### config.mk
export PLATFORM = sky130hd
export DESIGN_NAME = csr_unit
export DESIGN_NICKNAME = d
export VERILOG_FILES = /design/src/rtl/csr_unit.sv
export SDC_FILE = /design/constraint.sdc
export NUM_CORES = 1
export LEC_CHECK = 0
export ABC_CLOCK_PERIOD_IN_PS = 3000
export CORE_MARGIN = 2
export CORE_UTILIZATION = 50
export DETAILED_ROUTE_END_ITERATION = 12
export PLACE_DENSITY = 0.88
export SKIP_LAST_GASP = 1
export SLEW_MARGIN = 20
export SYNTH_ARGS = -nofsm -noshare
export SYNTH_HDL_FRONTEND = slang
export SYNTH_SLANG_ARGS = --single-unit
export TNS_END_PERCENT = 100
### constraint.sdc
create_clock -name clk -period 3 [get_ports clk]
set_clock_uncertainty 0.2 [all_clocks]
set_input_delay 0.3 -clock clk [delete_from_list [all_inputs] [get_ports clk]]
set_output_delay 0.3 -clock clk [all_outputs]
set_load 0.05 [all_outputs]
### src/rtl/csr_unit.sv
// csr_unit: machine-mode CSR file and interrupt controller for the 3-stage RV32 pipeline.
// Drives the writeback mux CSR input and the fetch redirect on trap entry / MRET.
// Optional build macro CSR_COUNTERS_EN adds 64-bit mcycle/minstret and the instr_retired input.
module csr_unit #(
    parameter logic [31:0] RESET_MTVEC = 32'h0000_0000,
    parameter logic [31:0] HART_ID     = 32'h0000_0000
) (
    input  logic        clk,
    input  logic        rst,
    input  logic        instr_valid,
    input  logic [31:0] pc_in,
    input  logic [11:0] csr_addr,
    input  logic [31:0] csr_wdata,
    input  logic [1:0]  csr_op,
    input  logic        csr_wr_en,
    input  logic        is_mret,
    input  logic        timer_irq,
    input  logic        ext_irq,
`ifdef CSR_COUNTERS_EN
    input  logic        instr_retired,
`endif
    output logic [31:0] csr_rdata,
    output logic        redirect,
    output logic [31:0] redirect_pc
);

    logic        mstatus_mie, mstatus_mpie;
    logic        mie_mtie, mie_meie;
    logic        mip_mtip, mip_meip;
    logic [31:0] mtvec, mepc, mcause;
`ifdef CSR_COUNTERS_EN
    logic [63:0] mcycle, minstret;
    logic [63:0] mcycle_inc, minstret_inc;
`endif

    logic [31:0] rdata_raw, wval;
    logic        ext_take, irq, trap, mret, wr;

    // Interrupt / MRET / write qualification; a trap suppresses both MRET and the CSR write
    always_comb begin
        ext_take = mie_meie & mip_meip;
        irq      = mstatus_mie & (ext_take | (mie_mtie & mip_mtip));
        trap     = irq & instr_valid;
        mret     = instr_valid & is_mret & ~trap;
        wr       = instr_valid & csr_wr_en & ~trap & (csr_op != 2'b00);
    end

    // Read mux: pre-write value of the addressed CSR, 0 for unimplemented addresses
    always_comb begin
        rdata_raw = '0;
        case (csr_addr)
            12'h300: rdata_raw = {24'h0, mstatus_mpie, 3'b000, mstatus_mie, 3'b000};
            12'h304: rdata_raw = {20'h0, mie_meie, 3'b000, mie_mtie, 7'b0000000};
            12'h344: rdata_raw = {20'h0, mip_meip, 3'b000, mip_mtip, 7'b0000000};
            12'h305: rdata_raw = mtvec;
            12'h341: rdata_raw = mepc;
            12'h342: rdata_raw = mcause;
            12'hF14: rdata_raw = HART_ID;
`ifdef CSR_COUNTERS_EN
            12'hB00: rdata_raw = mcycle[31:0];
            12'hB80: rdata_raw = mcycle[63:32];
            12'hB02: rdata_raw = minstret[31:0];
            12'hB82: rdata_raw = minstret[63:32];
`endif
            default: rdata_raw = '0;
        endcase
    end

    // Write value for CSRRW / CSRRS / CSRRC
    always_comb begin
        case (csr_op)
            2'b01:   wval = csr_wdata;
            2'b10:   wval = rdata_raw | csr_wdata;
            2'b11:   wval = rdata_raw & ~csr_wdata;
            default: wval = rdata_raw;
        endcase
    end

    // Outputs are forced quiet while reset is held
    always_comb begin
        csr_rdata   = rst ? '0 : rdata_raw;
        redirect    = ~rst & (trap | mret);
        redirect_pc = trap ? mtvec : mepc;
    end

    // CSR state: trap entry has priority; otherwise MRET then the CSR write (write wins on overlap)
    always_ff @(posedge clk) begin
        if (rst) begin
            mstatus_mie  <= 1'b0;
            mstatus_mpie <= 1'b0;
            mie_mtie     <= 1'b0;
            mie_meie     <= 1'b0;
            mip_mtip     <= 1'b0;
            mip_meip     <= 1'b0;
            mtvec        <= RESET_MTVEC & ~32'h3;
            mepc         <= '0;
            mcause       <= '0;
        end else begin
            mip_mtip <= timer_irq;
            mip_meip <= ext_irq;
            if (trap) begin
                mepc         <= pc_in & ~32'h3;
                mcause       <= ext_take ? 32'h8000_000B : 32'h8000_0007;
                mstatus_mpie <= mstatus_mie;
                mstatus_mie  <= 1'b0;
            end else begin
                if (mret) begin
                    mstatus_mie  <= mstatus_mpie;
                    mstatus_mpie <= 1'b1;
                end
                if (wr) begin
                    case (csr_addr)
                        12'h300: begin
                            mstatus_mie  <= wval[3];
                            mstatus_mpie <= wval[7];
                        end
                        12'h304: begin
                            mie_mtie <= wval[7];
                            mie_meie <= wval[11];
                        end
                        12'h305: mtvec  <= wval & ~32'h3;
                        12'h341: mepc   <= wval & ~32'h3;
                        12'h342: mcause <= wval;
                        default: ;
                    endcase
                end
            end
        end
    end

`ifdef CSR_COUNTERS_EN
    always_comb begin
        mcycle_inc   = mcycle + 64'd1;
        minstret_inc = minstret + {63'd0, instr_retired};
    end

    // Counters: free-running increment, a write to one half replaces only that half
    always_ff @(posedge clk) begin
        if (rst) begin
            mcycle   <= '0;
            minstret <= '0;
        end else begin
            mcycle   <= mcycle_inc;
            minstret <= minstret_inc;
            if (wr) begin
                case (csr_addr)
                    12'hB00: mcycle[31:0]    <= wval;
                    12'hB80: mcycle[63:32]   <= wval;
                    12'hB02: minstret[31:0]  <= wval;
                    12'hB82: minstret[63:32] <= wval;
                    default: ;
                endcase
            end
        end
    end
`endif

endmodule

==> reports/summary.md <==
The run finished with clean final reports. The area growth from synthesis to layout is 43.7%. The signal on the critical path passes through clkdlybuf4s50_1 -> buf_4 -> nor2b_2 -> buf_6 -> nand3_1 -> a21oi_1 -> a21oi_1 -> nor2_1 -> buf_12.

The worst hold path cell count is 2. The worst setup path is captured at an output port. Row generation in the floorplan step produced 39 rows. The setup TNS was 0 ns; the post-route minimum period was 2.85 ns. After layout, the worst path uses 95.2% of the clock period. The number of hold violations in the final report came out at 0. In this run the worst path has a maximum fanout of 28. The residual overflow from global routing is 0. The proportion of layout cells with a drive suffix above 1 is 15.6%. For the via count of the first global-routing pass, the log shows 6762. The clock net in this run drives a total of 98 sinks. Dividing total power by cell area gives a power density of 337 nW/µm². The first detailed-routing pass ran for 5 iterations. The count of final max-slew check failures came out at 0. The tools report the synthesized netlist cell count as 781.

In this run the count of I/O pins placed on the die edge is 150. The number of vias per cell after detailed routing was 6.38. The count of nets left with antenna violations once routing finished came out at 0. For the worst-skew pair, the clock arrives at the later sink with an insertion delay of 0.34 ns.

The final net count was 995; the largest vdd supply drop was 285 µV. The worst hold path terminates at mcause[3]. The run gives 789 as the layout filler cell count. After detailed routing, the number of remaining DRC violations is 0. For this run, the number of standard cells in the final layout without fillers is 1058.

The slew of the pin with the lowest slew margin came out at 1.12 ns. After synthesis, the netlist uses 65 different library cells. Setup violations remaining at the end of the flow were counted as 0.

Synthesis inferred 98 register bits. The HPWL after detailed placement is 13800 µm. The tools report the count of placed standard cells including taps as 1042.

The first routing iteration left 848 violations. The worst register-to-register path has a setup slack of 0.38 ns. The starting density of the core came out at 51.6%. The tools report the total die area as 12700 µm².

The Yosys step of the flow raised 0 warnings. The slowest stage of the critical path is the sky130_fd_sc_hd__clkdlybuf4s50_1 cell. The maximum root-to-sink buffer count is 2, and the placeable core region is 11500 µm².

TritonCTS built the clock tree. Summing over every cut layer, the via total after detailed routing is 6755. Setup repair after global routing left no endpoint under its margin. After synthesis, the share of cell area in mux cells is 0.741%. The post-synthesis async set-or-reset flop share came out at 0%.

In this run the worst hold path is classified as in -> reg. The number of setup buffers added after CTS came out at 0. After Yosys synthesis, XOR and XNOR cells account for 4.89% of the synthesized area. Entering global routing, the biggest net connects 38 pins.

The run gives 3 as the number of H-tree levels. In this run, CTS created clock tree buffers numbering 9. The leakage power of the design came out at 2.85 nW.

Area fraction in compound gates after synthesis: 28.1%. After Yosys synthesis, full adders, half adders and majority gates account for 0% of the synthesized area. The number of gates resized after CTS was 0. The tools report the first-pass GRT wire length as 33400 µm. The critical path startpoint category is an input port. In this run the cell area of the synthesized design comes to 5910 µm².

At the end of routability-driven placement, the weighted congestion stood at 0.933. Headroom to the max-slew limit came out at 24.8%. The clock transition time at the flip-flop clock pins of the worst setup and hold paths is 0.07 ns. Across the run, the number of max-cap violations was 0. After detailed routing, the average wire length per cell comes to 19.6 µm. At the worst endpoint, the required time is 2.50 ns. In the layout the commonest cells are 98 x sky130_fd_sc_hd__dfxtp_1, 80 x sky130_fd_sc_hd__clkdlybuf4s50_1, 76 x sky130_fd_sc_hd__nand2_1, 65 x sky130_fd_sc_hd__buf_12, 64 x sky130_fd_sc_hd__nor2_1.

The worst setup path is of the in -> out kind. The synthesized netlist devotes 25.9% of its cell area to simple gates. The worst register-to-register path ends at mcause[13]. Measured in cells, the most critical reg-to-reg path has a length of 5.

Number of enable-type register cells in the synthesized netlist: 0. Each instance of the synthesized netlist takes up on average 7.57 µm². The number of buffers inserted by port buffering came out at 145.

The library cell used most frequently in the layout, excluding fill and tap cells, is sky130_fd_sc_hd__dfxtp_1. The die is 113 µm tall. The die width came out at 113 µm. Master cell of the clock root buffer: sky130_fd_sc_hd__clkbuf_16.

The startpoint of the tightest hold check path is rst. The initial antenna violation count came out at 0. For the fraction of the yosys area taken by sequential cells, the log shows 33.2%.

In this design, the stage delay of the slowest critical-path cell is 0.49 ns. The logs give 20700 µm for the total detailed-routing wirelength and 350 MHz for the top achievable clock speed. The diode insertion count for antenna repair was 0; the combined global-route utilization of all metal layers was 32.3%.

The dominant cell type by count on the critical path was sky130_fd_sc_hd__a21oi_1. The most used flip-flop cell after synthesis is sky130_fd_sc_hd__dfxtp_1. By area, the combinational part of the netlist is dominated by compound AO/OA/AOI/OAI gates. The worst register-to-register path begins at mip_meip. For the worst setup path, the data arrival time is 2.35 ns. The number of hold buffers added after CTS was 0.
[area by class of cell]
class,instances,area [µm²],area share (%)
clock buffer,10,239,2.81
tap,143,179,2.11
inverter,30,113,1.33
clock inverter,6,47.5,0.559
sequential,98,1960,23.1
timing repair buffer,183,2390,28.1
multi-input combinational,588,3570,42.0
[sequential cells by signal, indices dropped and copies added (netlist names)]
signal,count
mstatus_mie,1
mstatus_mpie,1
mie_mtie,1
mtvec,30
mcause,32
mie_meie,1
mip_meip,1
mepc,30
mip_mtip,1
[where the power goes]
group	switching, mW	internal, mW
Sequential	0.00264	1.30
Clock	0.547	0.598
Combinational	0.222	0.191
Total	0.771	2.09
[metal layers]
| layer | up-vias | track usage (%) | part of all wire [%] |
|---|---|---|---|
| met1 | 3106 | 41.7 | 38 |
| li1 | 3061 | - | - |
| met2 | 528 | 52.7 | 46 |
| met3 | 60 | 7.18 | 13 |
| met5 | - | 0 | 0 |
| met4 | 0 | 12.8 | 2.8 |
[worst max path at each step]
stage	from	to	slack [ns]	cells after the start
floorplan	mie_meie	redirect_pc[10]	0.28	5
global placement	csr_addr[0]	csr_rdata[31]	0.17	9
detailed placement	csr_addr[0]	csr_rdata[31]	0.16	9
CTS	csr_addr[7]	csr_rdata[16]	0.11	9
global route	csr_addr[7]	csr_rdata[7]	0.006	8
finish	csr_addr[0]	csr_rdata[31]	0.15	9
[per-stage QoR]
| stage | hold slack, ns | instance area (µm²) | utilization [%] | total power, mW | setup slack, ns |
|---|---|---|---|---|---|
| after global routing | 0.193 | 8500 | 74.1 | 2.94 | 0.00632 |
| after CTS | 0.177 | 8490 | 74.0 | 2.85 | 0.115 |
| after global placement | 0.243 | 8200 | 71.5 | 1.73 | 0.165 |
| after detailed placement | 0.246 | 8200 | 71.5 | 1.73 | 0.158 |
| after floorplan | 0.228 | 5920 | - | 1.54 | 0.279 |
| final | 0.188 | 8500 | 74.1 | 2.86 | 0.145 |
[synthesized netlist by cell type (all sizes together) (4+ instances only)]
cell | n | area (µm²)
dfxtp | 98 | 1960
nand2 | 77 | 297
nor2 | 67 | 254
nand3 | 64 | 325
o21ai | 58 | 290
o2bb2ai | 52 | 455
a21oi | 41 | 205
clkbuf | 37 | 139
xnor2 | 32 | 280
nor3 | 31 | 160
and2 | 29 | 181
buf | 29 | 170
inv | 29 | 109
o31ai | 27 | 203
a22oi | 25 | 188
and3 | 9 | 56.3
nand2b | 6 | 37.5
a211oi | 5 | 42.5
and3b | 5 | 43.8
a31o | 4 | 35.0
nor2b | 4 | 25.0
nor3b | 4 | 30.0
o211ai | 4 | 35.0
[kinds of logic after synthesis]
group                     Yosys count
muxes                               4
AOI/OAI and AO/OA                 241
and+or+nand+nor                   308
DFF                                98
xor gates and xnor gates           33
other                               1
buffers and inverters              96
[worst max-delay path, delay by kind of cell]
kind,cells,cell delay [ns]
simple gates,3,0.50
buf+inv,4,1.10
compound gates,2,0.44
No activity file was read; power rests on OpenSTA's default activity.
